==> config.mk <==
export PLATFORM = sky130hd
export DESIGN_NAME = obus_bcd_conv
export DESIGN_NICKNAME = d
export VERILOG_FILES = /design/src/rtl/sap1_disp_pkg.sv /design/src/rtl/bcd_digit_adj.sv /design/src/rtl/obus_bcd_conv.sv
export SDC_FILE = /design/constraint.sdc
export NUM_CORES = 1
export LEC_CHECK = 0
export ABC_AREA = 1
export BUFFER_PORTS_ARGS = -buffer_cell sky130_fd_sc_hd__buf_4
export CELL_PAD_IN_SITES_DETAIL_PLACEMENT = 1
export CELL_PAD_IN_SITES_GLOBAL_PLACEMENT = 2
export CORE_UTILIZATION = 38
export CTS_BUF_LIST = sky130_fd_sc_hd__clkbuf_2 sky130_fd_sc_hd__clkbuf_4 sky130_fd_sc_hd__clkbuf_8
export DETAILED_ROUTE_END_ITERATION = 6
export PLACE_DENSITY = 0.95
export SYNTH_ARGS = -nofsm -noshare
export SYNTH_HDL_FRONTEND = slang
export SYNTH_SLANG_ARGS = --single-unit
==> constraint.sdc <==
create_clock -name clk -period 2.1 [get_ports clk]
set_input_delay 0.42 -clock clk [delete_from_list [all_inputs] [get_ports clk]]
set_output_delay 0.42 -clock clk [all_outputs]
set_load 0.01 [all_outputs]
==> src/rtl/sap1_disp_pkg.sv <==
// Shared types and constants for the SAP-1 decimal display path.
// Used by the OBUS binary-to-BCD converter and its digit-adjust cell.
package sap1_disp_pkg;

   typedef logic [3:0] bcd_digit_t;

   typedef enum logic [1:0] {
      IDLE  = 2'd0,
      SHIFT = 2'd1,
      DONE  = 2'd2
   } conv_state_t;

   localparam bcd_digit_t BCD_ADJ_THRESH = 4'd5;
   localparam bcd_digit_t BCD_ADJ_ADD    = 4'd3;

   // Smallest number of decimal digits that can hold 2^width-1.
   function automatic int bcd_digits_for(input int width);
      longint unsigned lim;
      longint unsigned pw;
      int              digits;
      lim    = (longint'(1) << width) - 1;
      pw     = 1;
      digits = 0;
      while (pw <= lim) begin
         pw     = pw * 10;
         digits = digits + 1;
      end
      return (digits == 0) ? 1 : digits;
   endfunction

endpackage

==> src/rtl/bcd_digit_adj.sv <==
// Double-dabble correction cell: one BCD digit, +3 when the digit is 5 or more.
module bcd_digit_adj
   import sap1_disp_pkg::*;
(
   input  bcd_digit_t d_i,
   output bcd_digit_t d_o
);

   always_comb begin
      d_o = d_i;
      if (d_i >= BCD_ADJ_THRESH) begin
         d_o = d_i + BCD_ADJ_ADD;
      end
   end

endmodule

==> src/rtl/obus_bcd_conv.sv <==
// Iterative double-dabble converter for the SAP-1 OBUS byte, one input bit per clock.
// Build option OBUS_SIGNED_EN: treat OBUS as two's complement and report the sign.
module obus_bcd_conv
   import sap1_disp_pkg::*;
#(
   parameter int IN_W   = 8,
   parameter int DIGITS = 3,
   parameter int AUTO   = 0
) (
   input  logic                  clk,
   input  logic                  CLR_n,
   input  logic [IN_W-1:0]       OBUS,
   input  logic                  start,
   output logic                  busy,
   output logic                  valid,
   output logic [4*DIGITS-1:0]   bcd,
   output logic                  sign
);

   localparam int SCR_W = 4 * DIGITS;
   localparam int SR_W  = SCR_W + IN_W;
   localparam int CNT_W = (IN_W > 1) ? $clog2(IN_W) : 1;
   localparam logic [CNT_W-1:0] CNT_LAST = CNT_W'(IN_W - 1);

   if (DIGITS < bcd_digits_for(IN_W)) begin : g_width_chk
      $error("obus_bcd_conv: DIGITS too small for IN_W");
   end

   conv_state_t       state_q;
   logic [CNT_W-1:0]  cnt_q;
   logic [SR_W-1:0]   sr_q;          // {BCD scratch, binary shift register}
   logic [IN_W-1:0]   obus_cap_q;
   logic [IN_W-1:0]   last_conv_q;
   logic              busy_q;
   logic              valid_q;
   logic [SCR_W-1:0]  bcd_q;

   logic [SCR_W-1:0]  adj;
   logic [SR_W-1:0]   sr_d;
   logic [IN_W-1:0]   cap_mag;
   logic              auto_req;

   for (genvar g = 0; g < DIGITS; g++) begin : g_adj
      bcd_digit_adj u_adj (
         .d_i (sr_q[IN_W + 4*g +: 4]),
         .d_o (adj[4*g +: 4])
      );
   end

   // Corrected digits are shifted together with the binary bits; the top
   // bit falls off, which is safe because the digit count covers 2^IN_W-1.
   always_comb begin
      sr_d = {adj, sr_q[IN_W-1:0]} << 1;
   end

`ifdef OBUS_SIGNED_EN
   logic sign_cap_q;
   logic sign_q;

   always_comb begin
      cap_mag = OBUS;
      if (OBUS[IN_W-1]) begin
         cap_mag = ~OBUS + IN_W'(1);
      end
   end

   assign sign = sign_q;
`else
   assign cap_mag = OBUS;
   assign sign    = 1'b0;
`endif

   assign auto_req = (AUTO != 0) && (OBUS != last_conv_q);

   always_ff @(posedge clk or negedge CLR_n) begin
      if (!CLR_n) begin
         state_q     <= IDLE;
         cnt_q       <= '0;
         sr_q        <= '0;
         obus_cap_q  <= '0;
         last_conv_q <= '0;
         busy_q      <= 1'b0;
         valid_q     <= 1'b0;
         bcd_q       <= '0;
`ifdef OBUS_SIGNED_EN
         sign_cap_q  <= 1'b0;
         sign_q      <= 1'b0;
`endif
      end else begin
         valid_q <= 1'b0;
         case (state_q)
            IDLE: begin
               if (start || auto_req) begin
                  sr_q       <= {{SCR_W{1'b0}}, cap_mag};
                  cnt_q      <= '0;
                  obus_cap_q <= OBUS;
`ifdef OBUS_SIGNED_EN
                  sign_cap_q <= OBUS[IN_W-1];
`endif
                  busy_q     <= 1'b1;
                  state_q    <= SHIFT;
               end
            end
            SHIFT: begin
               sr_q  <= sr_d;
               cnt_q <= cnt_q + CNT_W'(1);
               if (cnt_q == CNT_LAST) begin
                  state_q <= DONE;
               end
            end
            DONE: begin
               bcd_q       <= sr_q[SR_W-1 -: SCR_W];
               last_conv_q <= obus_cap_q;
`ifdef OBUS_SIGNED_EN
               sign_q      <= sign_cap_q;
`endif
               valid_q     <= 1'b1;
               busy_q      <= 1'b0;
               state_q     <= IDLE;
            end
            default: begin
               state_q <= IDLE;
               busy_q  <= 1'b0;
            end
         endcase
      end
   end

   assign busy  = busy_q;
   assign valid = valid_q;
   assign bcd   = bcd_q;

endmodule

Word level (Yosys, flattened, before mapping) --
Index checks and enable logic that the tools add are counted.
Word-level totals: word-level logic and storage cells 37, flip-flop bits (word level) 39, input bits 11
Operators by class: equality and inequality tests 5, reduce and logical (&&, ||, !) cells 5, bitwise operators 1, $lt $le $gt $ge 3, mux-type cells 13, $add $sub $neg 4
Operators with widths (count):
- $pmux 20 s2 | 1
- $mux 20 | 1
- $ge 4x3->1 const B | 3
- $add 4x2->4 const B | 2
- $mux 4 | 2
- $mux 3 | 2
- $pmux 3 s2 | 1
- $reduce_and 2->1 | 3
- $mux 2 | 2
- $ne 2x2->1 const B | 2
- $pmux 2 s2 | 1
- $add 3x1->3 const B | 1
- $add 3x2->3 const B | 1
- $eq 3x3->1 const B | 1
- $eq 2x1->1 const B | 1
- $eq 2x2->1 const B | 1
- $logic_not 2->1 | 1
- $mux 1 | 2
- $pmux 1 s2 | 1
- $reduce_bool 2->1 | 1
- $not 1->1 | 1

Logic depth before layout (Yosys ltp) --
Gate-level depths: netlist of the first run.
word-level depth 3, mapped depth 9, gate-level depth less buffers 9

Modules after synthesis --
From an unflattened synthesis of the first run, not the netlist that was laid out.
Unflattened totals: cell total of the unflattened synthesis 246, area total of the unflattened synthesis 2033.2 µm²
Modules (own cells, without submodules):
- obus_bcd_conv | times used 1, area each 1627.8 µm², cells each 177
- bcd_digit_adj | times used 3, area each 135.1 µm², cells each 23

Worst setup path after synthesis of the first run --
OpenSTA, ideal clock, no wires.
kind reg-to-reg, from reg cnt_q[0], to reg cnt_q[2], path buffers 0, setup slack 0.943 ns, arrival time 1.036 ns, clock period less this slack 1.157 ns, stages on the path, launching flop included 4, cells stage by stage dfrtp_1 -> ha_1 -> ha_1 -> a22o_1
On the way: cells in the longest elaborated chain, start to end 2
Ends and longest elaborated chain:
- from (decl) | RTL line obus_bcd_conv.sv:30 | logic [CNT_W-1:0] cnt_q;
- from (signal assigned) | RTL line obus_bcd_conv.sv:106 | cnt_q <= cnt_q + CNT_W'(1);
- $add 3x1->3 | RTL line obus_bcd_conv.sv:106
- $pmux 3 s2 | RTL line obus_bcd_conv.sv:91 | case (state_q)
No other way between the ends. A chain may end at the register's enable or synchronous reset.

Worst setup path in the final report of the first run --
from reg state_q[1], to reg sr_q[1]
On the way: cells in the longest elaborated chain, start to end 3
Ends and longest elaborated chain:
- from (decl) | RTL line obus_bcd_conv.sv:29 | conv_state_t state_q;
- from (signal assigned) | RTL line obus_bcd_conv.sv:77 | state_q <= IDLE;
- from (signal assigned) | RTL line obus_bcd_conv.sv:101 | state_q <= SHIFT;
- from (signal assigned) | RTL line obus_bcd_conv.sv:108 | state_q <= DONE;
- $eq 2x1->1 or $logic_not 2->1 (tied branches) | RTL line obus_bcd_conv.sv:91
- $reduce_bool 2->1 (no source line) or $ne 2x2->1 (tied branches)
- $reduce_and 2->1 (no source line)
- to (signal assigned) | RTL line obus_bcd_conv.sv:94 | sr_q <= {{SCR_W{1'b0}}, cap_mag};
- to (signal assigned) | RTL line obus_bcd_conv.sv:105 | sr_q <= sr_d;
- to (decl) | RTL line obus_bcd_conv.sv:31 | logic [SR_W-1:0] sr_q;
Several ways; a longest one is shown, not always the timed one.

==> impl_metrics.yaml, run 1 <==
global_routing:
  grt_use_total_pct: 17.8
  first_global_vias: 1442
  maximum_number_of_pins_on_one_net_before_global_route_repair: 40
  grt_antenna_before_repair: 0
  gr-total-overflow: 0
  grt_pass1_wl_mm: 6.96
layout:
  mostFrequentLayoutCell: "sky130_fd_sc_hd__nand2_1"
  synth_to_final_area_change_pct: 15.5
  share_of_final_layout_standard_cells_stronger_than_drive_strength_1_pct: 18.8
  final_antenna_diode_count: 0
  mostFrequentLayoutCells: "sky130_fd_sc_hd__nand2_1, sky130_fd_sc_hd__dfrtp_1, sky130_fd_sc_hd__buf_4"
  finish.instance_area_mm2: 0.00215
  layout.filler_cells: 575
  fin_nets: 253
timing:
  timing.setup.tns_ns: 0
  timing.clock.skew_ns: 0.00724
  clock.fmax_mhz: 638
  timing.final.crit_period_ns: 1.57
  final_max_slew_viol_count: 0
  grt_setup_unrepaired: "no"
  timing.final.crit_share_pct: 74.7
  finalSetupViolCount: 0
  finalHoldViolations: 0
  final_hold_slack_ns: 0.0936
  timing_worst_slew_pin_value_ns: 0.545
  timing.max_slew.rel_slack_pct: 63.6
floorplan:
  die_area_mm2: 0.00518
  die_w_um: 72.0
  initial_core_util_pct: 39.4
  dieHeight_um: 72.0
  design.core.area_mm2: 0.00472
  std_cell_rows: 25
  top_level_port_count: 26
min_path:
  hold_path.class: "primary input to asynchronous set/reset pin"
clock_network:
  post_cts_resized: 0
  clock-root-buffer: "sky130_fd_sc_hd__clkbuf_8"
  holdBufCountCts: 0
  cts_setup_buffers: 0
  cts-buffers-inserted: 5
  cts.reportedPaths.clkPinSlew_ns: 0.07
  tritoncts: "yes"
  ctsHtreeMaxLevel: 2
  cts-root-to-sink-buffers: 2
  tritoncts_num_sinks: 39
  clock_latency_ns: 0.29
critical_path:
  crit_fanout: 12
  worst-endpoint-arrival_ns: 1.78
  critPathRequiredTime_ns: 2.31
  r2r-end: "sr_q[1]"
  timing.reg2reg.worst_path_depth: 5
  worstReg2RegStart: "state_q[1]"
  timing.setup.critical_path_class: "register to register"
  critPathLaunchType: "register"
  worstSetupEndpointType: "register"
  r2r_slack_ns: 0.53
synthesis:
  yosys-mux-area-fraction_pct: 0
  synth_top_family_by_area: "simple AND/OR/NAND/NOR gates"
  netlist-cell-type-count: 21
  synth_compound_area_share_pct: 13.3
  post_syn_area_mm2: 0.00186
  postSynthCellCount: 211
  area_share_of_xor_xnor_cells_in_the_synthesized_design_pct: 0
  syn_avg_cell_area_um2: 8.82
  synth_seq_area_share_pct: 52.4
  basic_gate_share_of_the_synthesized_area_counting_and_or_nand_and_nor_cells_pct: 21.3
  post_synth_fa_ha_maj_area_fraction_pct: 5.38
  ys.warnings.count: 0
  synth_nets: 230
  synth_seq_cells: 39
place:
  port-buffer-count: 24
  post_dp_hpwl_mm: 2.74
  gp_congestion: 0.768
  post_dp_cell_area_mm2: 0.00206
route:
  iteration_0_drc_count_of_the_detailed_router: 104
  wl_per_cell_um: 13.1
  firstDrtPassIters: 4
  final_wirelength_mm: 3.93
  route.detailed.vias_per_inst: 4.78
  drc: 0
  via_count: 1439
  drt.antenna.violating_nets: 0
pwr:
  total_power_consumption_of_the_routed_design_mw: 3.41
  pwr_density_cell_mw_per_mm2: 1580
  leakage_nw: 1.08
  max-vdd-ir-drop_mv: 0.491
run:
  max-cap-violations: 0
status:
  outcome: "completed"
-- cell usage after synthesis --
| cell | n | share of area, % |
|---|---|---|
| sky130_fd_sc_hd__a22o_1 | 2 | 0.94 |
| sky130_fd_sc_hd__nand2_1 | 63 | 13 |
| sky130_fd_sc_hd__a21oi_1 | 2 | 0.54 |
| sky130_fd_sc_hd__o21ai_4 | 1 | 0.87 |
| sky130_fd_sc_hd__ha_1 | 8 | 5.4 |
| sky130_fd_sc_hd__inv_1 | 17 | 3.4 |
| sky130_fd_sc_hd__buf_2 | 2 | 0.54 |
| sky130_fd_sc_hd__o22ai_1 | 2 | 0.67 |
| sky130_fd_sc_hd__dfrtp_1 | 39 | 52 |
| sky130_fd_sc_hd__o21ai_1 | 17 | 4.6 |
| sky130_fd_sc_hd__nor2_1 | 10 | 2.0 |
| sky130_fd_sc_hd__o21ai_2 | 7 | 3.3 |
| sky130_fd_sc_hd__o21ai_0 | 9 | 2.4 |
| sky130_fd_sc_hd__nor2_4 | 1 | 0.60 |
| sky130_fd_sc_hd__buf_6 | 2 | 1.2 |
| sky130_fd_sc_hd__buf_4 | 4 | 1.6 |
| sky130_fd_sc_hd__nor2_2 | 1 | 0.34 |
| sky130_fd_sc_hd__nand3_1 | 16 | 4.3 |
| sky130_fd_sc_hd__conb_1 | 1 | 0.20 |
| sky130_fd_sc_hd__nand4_1 | 4 | 1.3 |
| sky130_fd_sc_hd__inv_2 | 3 | 0.60 |
-- report_power, final --
part | switching [mW] | internal [mW]
Sequential | 0.233 | 1.11
Clock | 0.251 | 0.258
Combinational | 0.934 | 0.628
-- area by class of cell --
class	count	area (um2)	share of cell area [%]
Multi-Input combinational cell	144	748	34.8
Clock buffer	6	82.6	3.84
Inverter	20	75.1	3.49
Timing Repair Buffer	24	180	8.38
Clock inverter	1	5.00	0.233
Sequential cell	39	976	45.4
Tap cell	67	83.8	3.90
-- worst max-delay path by stage --
stage	startpoint	to	slack, ns	cells after the start
after floorplan	cnt_q[0]	cnt_q[2]	0.94	3
after global placement	state_q[1]	sr_q[2]	0.63	5
after detailed placement	state_q[1]	sr_q[1]	0.52	5
after CTS	state_q[1]	sr_q[1]	0.50	5
after global routing	state_q[1]	sr_q[1]	0.34	5
final	state_q[1]	sr_q[1]	0.53	5
-- registers in the layout (all words and copies together) (netlist names) --
register / count
sr_q: 20
bcd: 12
cnt_q: 3
state_q: 2
busy: 1
valid: 1
-- per-stage QoR --
step                      instances  setup slack (ns)  utilization, %
after floorplan                 211             0.943               -
after global routing            301             0.343            45.5
after CTS                       301             0.496            45.5
after detailed placement        294             0.515            43.7
after global placement          294             0.626            43.7
final                           301             0.532            45.5
-- worst max-delay path, stage by stage (launching register included) --
cell,delay (ns)
sky130_fd_sc_hd__dfrtp_1,0.42
sky130_fd_sc_hd__inv_2,0.14
sky130_fd_sc_hd__nand2_1,0.23
sky130_fd_sc_hd__nand2_1,0.38
sky130_fd_sc_hd__o21ai_0,0.14
sky130_fd_sc_hd__o21ai_0,0.18
-- cells by family (layout without fill, tap and decap cells) --
family,count (synthesis),after routing
and+or+nand+nor,95,95
DFF,39,39
buffers and inverters,28,51
other,1,1
adders and majority gates,8,8
AOI/OAI and AO/OA,40,40
-- routing by layer --
| layer | track usage (%) | share of wire, % | up-vias | wire [um] |
|---|---|---|---|---|
| met3 | 4.58 | 3.7 | 6 | 146 |
| met5 | 0 | 0 | - | 0 |
| met4 | 6.54 | 1.6 | 0 | 61 |
| li1 | - | - | 725 | - |
| met2 | 26.9 | 46 | 26 | 1790 |
| met1 | 24.7 | 49 | 682 | 1930 |
Note: power is estimated with default switching activity, not from simulation.
==> inputs of run 2 (changes only) <==
--- a/config.mk
+++ b/config.mk
@@ -9,10 +9,10 @@
 export BUFFER_PORTS_ARGS = -buffer_cell sky130_fd_sc_hd__buf_4
 export CELL_PAD_IN_SITES_DETAIL_PLACEMENT = 1
 export CELL_PAD_IN_SITES_GLOBAL_PLACEMENT = 2
-export CORE_UTILIZATION = 38
+export CORE_UTILIZATION = 32
 export CTS_BUF_LIST = sky130_fd_sc_hd__clkbuf_2 sky130_fd_sc_hd__clkbuf_4 sky130_fd_sc_hd__clkbuf_8
 export DETAILED_ROUTE_END_ITERATION = 6
-export PLACE_DENSITY = 0.95
+export PLACE_DENSITY = 0.88
 export SYNTH_ARGS = -nofsm -noshare
 export SYNTH_HDL_FRONTEND = slang
 export SYNTH_SLANG_ARGS = --single-unit
==> constraint.sdc (replaced) <==
create_clock -name clk -period 1.4 [get_ports clk]
set_input_delay 0.28 -clock clk [delete_from_list [all_inputs] [get_ports clk]]
set_output_delay 0.28 -clock clk [all_outputs]
set_load 0.01 [all_outputs]
==> run 2 against run 1 <==
  * Sequential power up 51%
  * Global-route usage is 2.2 points lower
  * Worst setup slack worse by 0.42 ns
  * Via count is 6.3% higher
  * Non-clock buffer count is 9 higher
  * Register-to-register slack worse by 0.42 ns
  * Highest routed layer unchanged
  * Sequential share of layout area down 2.9 points
  * Critical path depth up 2
  * Largest power group unchanged
  * Utilization fell by 4.1 points
==> impl_metrics.yaml, run 2 (synthesized netlist as in run 1, its figures left out) <==
critical_path:
  timing.reg2reg.worst_path_depth: 7
  crit_fanout: 5
  critical_path.startpoint: "sr_q[9]"
  worstSetupEndpointType: "register"
  worstReg2RegStart: "sr_q[9]"
  critPathLaunchType: "register"
  timing.setup.critical_path_class: "register to register"
  critPathRequiredTime_ns: 1.58
  worst-endpoint-arrival_ns: 1.47
floorplan:
  die_w_um: 78.3
  top_level_port_count: 26
  design.core.area_mm2: 0.00554
  dieHeight_um: 78.3
  initial_core_util_pct: 33.6
  die_area_mm2: 0.00613
  std_cell_rows: 27
pwr:
  max-vdd-ir-drop_mv: 0.678
  leakage_nw: 1.14
  netSwitchingPower_mw: 2.23
  pwr_density_cell_mw_per_mm2: 2380
  share_clk_of_total_power_pct: 15.7
  seq_power_share_pct: 36.9
  combPwrFrac_pct: 47.4
  int_pwr_mw: 3.24
  power.switching_fraction_pct: 40.8
global_routing:
  first_global_vias: 1513
  grt_use_total_pct: 15.6
  grt_antenna_before_repair: 0
  gr-total-overflow: 0
  grt_pass1_wl_mm: 7.34
  maximum_number_of_pins_on_one_net_before_global_route_repair: 40
route:
  iteration_0_drc_count_of_the_detailed_router: 74
  final_wirelength_mm: 4.16
  wl_per_cell_um: 13.2
  drc: 0
  via_count: 1529
  drt.antenna.violating_nets: 0
  firstDrtPassIters: 4
  route.detailed.vias_per_inst: 4.84
place:
  post_dp_hpwl_mm: 2.84
  gp_congestion: 0.744
  place_ws_ns: 0.0347
  port-buffer-count: 24
  post-place-cells: 306
  post_dp_cell_area_mm2: 0.00216
timing:
  timing_worst_slew_pin_value_ns: 0.512
  final_hold_slack_ns: 0.235
  timing.max_slew.rel_slack_pct: 65.9
  clock.fmax_mhz: 775
  finalHoldViolations: 0
  timing.final.crit_period_ns: 1.29
  worst_path_setup_slack_after_routing_ns: 0.110
  finalSetupViolCount: 0
  timing.setup.tns_ns: 0
  timing.clock.skew_ns: 0.00650
  final_max_slew_viol_count: 0
  timing.final.crit_share_pct: 92.1
clock_network:
  clock_latency_ns: 0.29
  cts.reportedPaths.clkPinSlew_ns: 0.08
  tritoncts_num_sinks: 39
  ctsHtreeMaxLevel: 2
  tritoncts: "yes"
  cts-root-to-sink-buffers: 2
  clock-root-buffer: "sky130_fd_sc_hd__clkbuf_8"
  cts-buffers-inserted: 5
layout:
  mostFrequentLayoutCells: "sky130_fd_sc_hd__nand2_1, sky130_fd_sc_hd__dfrtp_1, sky130_fd_sc_hd__buf_4"
  final-seq-area_um2: 976
  finish.instance_area_mm2: 0.00230
  mostFrequentLayoutCell: "sky130_fd_sc_hd__nand2_1"
  synth_to_final_area_change_pct: 23.3
  multi_input_comb_area_um2: 763
  instances_no_fill: 316
  largest_register_ff_count: 20
  fin_nets: 262
  max_flop_register: "sr_q"
  share_of_final_layout_standard_cells_stronger_than_drive_strength_1_pct: 24.6
  layout.filler_cells: 672
  final_antenna_diode_count: 0
min_path:
  hold_path.class: "primary input to register"
  holdCritStartpoint: "OBUS[0]"
  min_path_cells: 3
run:
  max-cap-violations: 0
status:
  outcome: "completed"
run 2: cell count changes in the layout (fill, tap and decap cells not counted):
cell,before,now
sky130_fd_sc_hd__ha_1,8,7
sky130_fd_sc_hd__inv_2,3,5
sky130_fd_sc_hd__buf_12,0,3
sky130_fd_sc_hd__clkbuf_8,6,7
sky130_fd_sc_hd__dlygate4sd3_1,0,1
sky130_fd_sc_hd__nand2_2,0,3
sky130_fd_sc_hd__clkinvlp_4,0,1
sky130_fd_sc_hd__ha_2,0,1
sky130_fd_sc_hd__inv_1,17,15
sky130_fd_sc_hd__nand3_1,16,15
sky130_fd_sc_hd__nand3_2,0,1
sky130_fd_sc_hd__nand2_1,63,60
sky130_fd_sc_hd__clkinv_2,1,0
sky130_fd_sc_hd__buf_4,24,29
run 2: final timing paths:
check | endpoint | slack, ns
hold reg to reg | cnt_q[0] | 0.48
hold / removal | sr_q[0] | 0.24
setup reg to reg | sr_q[12] | 0.11
min in group asynchronous | bcd[2] | 0.49
setup / recovery | sr_q[12] | 0.11
max in group asynchronous | bcd[7] | 0.54
run 2: routing by layer:
metal  vias up  track usage [%]  routed length, um
li1        749                -                  -
met1       737             19.8               1910
met2        35             25.3               1980
met3         8             4.07                180
met4         0             6.30                 91
met5         -                0                  0
run 2: area by class of cell:
class / instances / area share [%]
clock buffer: 7 / 4.20
clock inverter: 1 / 0.327
inverter: 20 / 3.27
multi-input combinational: 144 / 33.2
sequential: 39 / 42.5
tap: 72 / 3.92
timing repair buffer: 33 / 12.5
run 2: metrics by stage:
stage	util (%)	power (mW)
2_1_floorplan	-	3.67
3_3_place_gp	39.0	4.49
3_5_place_dp	39.0	4.61
4_1_cts	41.0	5.52
5_1_grt	41.4	6.02
6_report	41.4	5.47
run 2: repair_timing:
action	CTS	global route
buffers inserted	0	1
endpoints found under the hold margin	39	0
resized for setup	0	7
setup endpoints to repair	0	11
hold buffers	1	0
run 2: power groups by stage:
stage                     sequential (mW)  clock [mW]  combinational (mW)
after floorplan                      2.04           0                1.62
after global placement               2.01           0                2.48
after detailed placement             2.04           0                2.57
after CTS                            2.02       0.900                2.59
after global routing                 2.09       0.928                3.00
final                                2.02       0.859                2.59
run 2: worst max-delay path, cell delays in order, from the launching register on:
cell	delay, ns
sky130_fd_sc_hd__dfrtp_1	0.38
sky130_fd_sc_hd__inv_1	0.14
sky130_fd_sc_hd__ha_1	0.19
sky130_fd_sc_hd__inv_1	0.04
sky130_fd_sc_hd__nand2_1	0.14
sky130_fd_sc_hd__nand3_2	0.12
sky130_fd_sc_hd__nand2_1	0.09
sky130_fd_sc_hd__o21ai_1	0.08
==> inputs of run 3 (changes only) <==
--- a/config.mk
+++ b/config.mk
@@ -9,9 +9,11 @@
 export BUFFER_PORTS_ARGS = -buffer_cell sky130_fd_sc_hd__buf_4
 export CELL_PAD_IN_SITES_DETAIL_PLACEMENT = 1
 export CELL_PAD_IN_SITES_GLOBAL_PLACEMENT = 2
+export CORE_ASPECT_RATIO = 2
 export CORE_UTILIZATION = 32
 export CTS_BUF_LIST = sky130_fd_sc_hd__clkbuf_2 sky130_fd_sc_hd__clkbuf_4 sky130_fd_sc_hd__clkbuf_8
 export DETAILED_ROUTE_END_ITERATION = 6
+export GPL_TIMING_DRIVEN = 0
 export PLACE_DENSITY = 0.88
 export SYNTH_ARGS = -nofsm -noshare
 export SYNTH_HDL_FRONTEND = slang
==> constraint.sdc (replaced) <==
create_clock -name clk -period 1.17 [get_ports clk]
set_input_delay 0.234 -clock clk [delete_from_list [all_inputs] [get_ports clk]]
set_output_delay 0.234 -clock clk [all_outputs]
set_load 0.01 [all_outputs]
==> run 3 against run 2 <==
  * Worst setup slack lost 0.14 ns
  * Global-route usage about the same
  * The flow now finishes with violations (negative setup slack)
  * Final cell count grew 1.3%
  * Critical path depth rose by 1
  * Fmax up 7.1%
  * Clock skew increased by 0.0014 ns
==> impl_metrics.yaml, run 3 (synthesized netlist as in run 1, its figures left out) <==
route:
  drc: 0
  route.detailed.vias_per_inst: 4.91
  firstDrtPassIters: 4
  iteration_0_drc_count_of_the_detailed_router: 18
  drt.antenna.violating_nets: 0
  final_wirelength_mm: 4.67
  via_count: 1570
  wl_per_cell_um: 14.6
timing:
  finalHoldViolations: 0
  timing.final.crit_period_ns: 1.20
  worst_path_setup_slack_after_routing_ns: -0.0338
  grt_setup_unrepaired: "yes"
  clock.fmax_mhz: 831
  timing.final.crit_share_pct: 103
  timing.setup.tns_ns: -0.0563
  timing_worst_slew_pin_value_ns: 0.517
  timing.max_slew.rel_slack_pct: 65.5
  final_max_slew_viol_count: 0
  timing.clock.skew_ns: 0.00788
  final_hold_slack_ns: 0.193
  finalSetupViolCount: 2
layout:
  layout.filler_cells: 666
  largest_register_ff_count: 20
  final_antenna_diode_count: 0
  max_flop_register: "sr_q"
  mostFrequentLayoutCell: "sky130_fd_sc_hd__nand2_1"
  synth_to_final_area_change_pct: 37.4
  final-seq-area_um2: 977
  multi_input_comb_area_um2: 923
  fin_nets: 277
  fin_util_pct: 45.2
  share_of_final_layout_standard_cells_stronger_than_drive_strength_1_pct: 39.8
  mostFrequentLayoutCells: "sky130_fd_sc_hd__nand2_1, sky130_fd_sc_hd__buf_4, sky130_fd_sc_hd__dfrtp_1"
global_routing:
  grt_pass1_wl_mm: 7.41
  first_global_vias: 1684
  gr-total-overflow: 0
  maximum_number_of_pins_on_one_net_before_global_route_repair: 40
  grt_antenna_before_repair: 0
  grt_use_total_pct: 15.7
place:
  port-buffer-count: 24
  gp_congestion: 0.758
  place_ws_ns: -0.152
  post_dp_hpwl_mm: 3.09
critical_path:
  crit_fanout: 3
  worst-endpoint-arrival_ns: 1.39
  critical_path.startpoint: "sr_q[12]"
  timing.reg2reg.worst_path_depth: 8
  r2r_slack_ns: -0.03
  crit_path_top_delay_cell: "sky130_fd_sc_hd__dfrtp_1"
  crit_chain: "buf_6 > ha_4 > inv_2 > nand2_2 > nand2_4 > nand3_1 > nand3_2 > nand2_1"
  critPathLaunchType: "register"
  worstReg2RegStart: "sr_q[12]"
  max_stage_delay_ns: 0.42
  critPathRequiredTime_ns: 1.36
  crit_path_to: "sr_q[14]"
  r2r-end: "sr_q[14]"
  worstSetupEndpointType: "register"
  timing.setup.critical_path_class: "register to register"
pwr:
  leakage_nw: 1.25
  power.switching_fraction_pct: 40.8
  pwr_density_cell_mw_per_mm2: 2960
  combPwrFrac_pct: 51.6
  int_pwr_mw: 4.48
  total_power_consumption_of_the_routed_design_mw: 7.57
  max-vdd-ir-drop_mv: 1.45
  netSwitchingPower_mw: 3.09
  seq_power_share_pct: 32.6
  share_clk_of_total_power_pct: 15.8
floorplan:
  std_cell_rows: 39
  design.core.area_mm2: 0.00566
  initial_core_util_pct: 32.9
  die_area_mm2: 0.00615
  top_level_port_count: 26
  die_w_um: 55.9
  dieHeight_um: 110
clock_network:
  cts-root-to-sink-buffers: 2
  tritoncts: "yes"
  clock-root-buffer: "sky130_fd_sc_hd__clkbuf_8"
  clock_latency_ns: 0.30
  cts-buffers-inserted: 5
  ctsHtreeMaxLevel: 2
  tritoncts_num_sinks: 39
  cts.reportedPaths.clkPinSlew_ns: 0.08
status:
  failed_checks: "negative setup slack"
  outcome: "complete, but fails checks"
min_path:
  hold_path.class: "primary input to register"
run:
  max-cap-violations: 0
-- run 3: cell types whose count changed in the layout (fill, tap and decap cells not counted), moves of 2 or more --
cell,change
sky130_fd_sc_hd__buf_12,-3
sky130_fd_sc_hd__buf_4,+12
sky130_fd_sc_hd__buf_6,+6
sky130_fd_sc_hd__ha_1,-7
sky130_fd_sc_hd__ha_4,+7
sky130_fd_sc_hd__inv_1,-7
sky130_fd_sc_hd__inv_2,+6
sky130_fd_sc_hd__nand2_1,-10
sky130_fd_sc_hd__nand2_2,+5
sky130_fd_sc_hd__nand2_4,+5
sky130_fd_sc_hd__nand3_1,-3
sky130_fd_sc_hd__nand3_2,+2
-- run 3: how the worst min path moves through the flow --
stage | start | end | cells after the start
after global placement | CLR_n | sr_q[6] | 1
after CTS | OBUS[0] | sr_q[0] | 3
after floorplan | CLR_n | bcd[0] | 0
after global routing | OBUS[0] | sr_q[0] | 3
after detailed placement | CLR_n | sr_q[7] | 1
final | OBUS[0] | sr_q[0] | 3
-- run 3: metrics by stage --
| step | area (um2) | cells |
|---|---|---|
| global route | 2560 | 320 |
| floorplan | 1860 | 211 |
| CTS | 2390 | 315 |
| detailed placement | 2120 | 296 |
| finish | 2560 | 320 |
| global placement | 2120 | 296 |
-- run 3: area by class of cell --
class                      instances  area share (%)
sequential                        39            38.2
clock inverter                     2            1.37
buffer                             8            2.94
clock buffer                       6            3.23
timing repair buffer              40            12.1
tap                               61            2.98
inverter                          20            3.03
multi-input combinational        144            36.1
-- run 3: worst max-delay path: cells and delay by family, from the launching register on --
| family | cells | cell delay, ns |
|---|---|---|
| and+or+nand+nor | 5 | 0.35 |
| DFF | 1 | 0.42 |
| adders and majority gates | 1 | 0.15 |
| buffers and inverters | 2 | 0.18 |
-- run 3: timing repair --
item,CTS,global route
endpoints found under the hold margin,39,0
hold buffers,1,0
pin swaps,6,17
resized for setup,26,29
setup endpoints to repair,20,30
buffers inserted,10,5
-- run 3: power by group through the flow --
stage	combinational [mW]	sequential, mW	clock [mW]
after floorplan	1.94	2.45	0
after global placement	2.85	2.40	0
after detailed placement	2.97	2.44	0
after CTS	3.38	2.42	1.21
after global routing	4.37	2.55	1.27
final	3.91	2.47	1.19
-- run 3: routing by layer --
metal	part of all wire, %	up-vias	wire length, um	global-route usage (%)
li1	-	770	-	-
met3	1.7	6	81	2.12
met5	0	-	0	0
met4	1.7	0	80	6.79
met1	40	774	1870	16.1
met2	56	20	2630	31.0
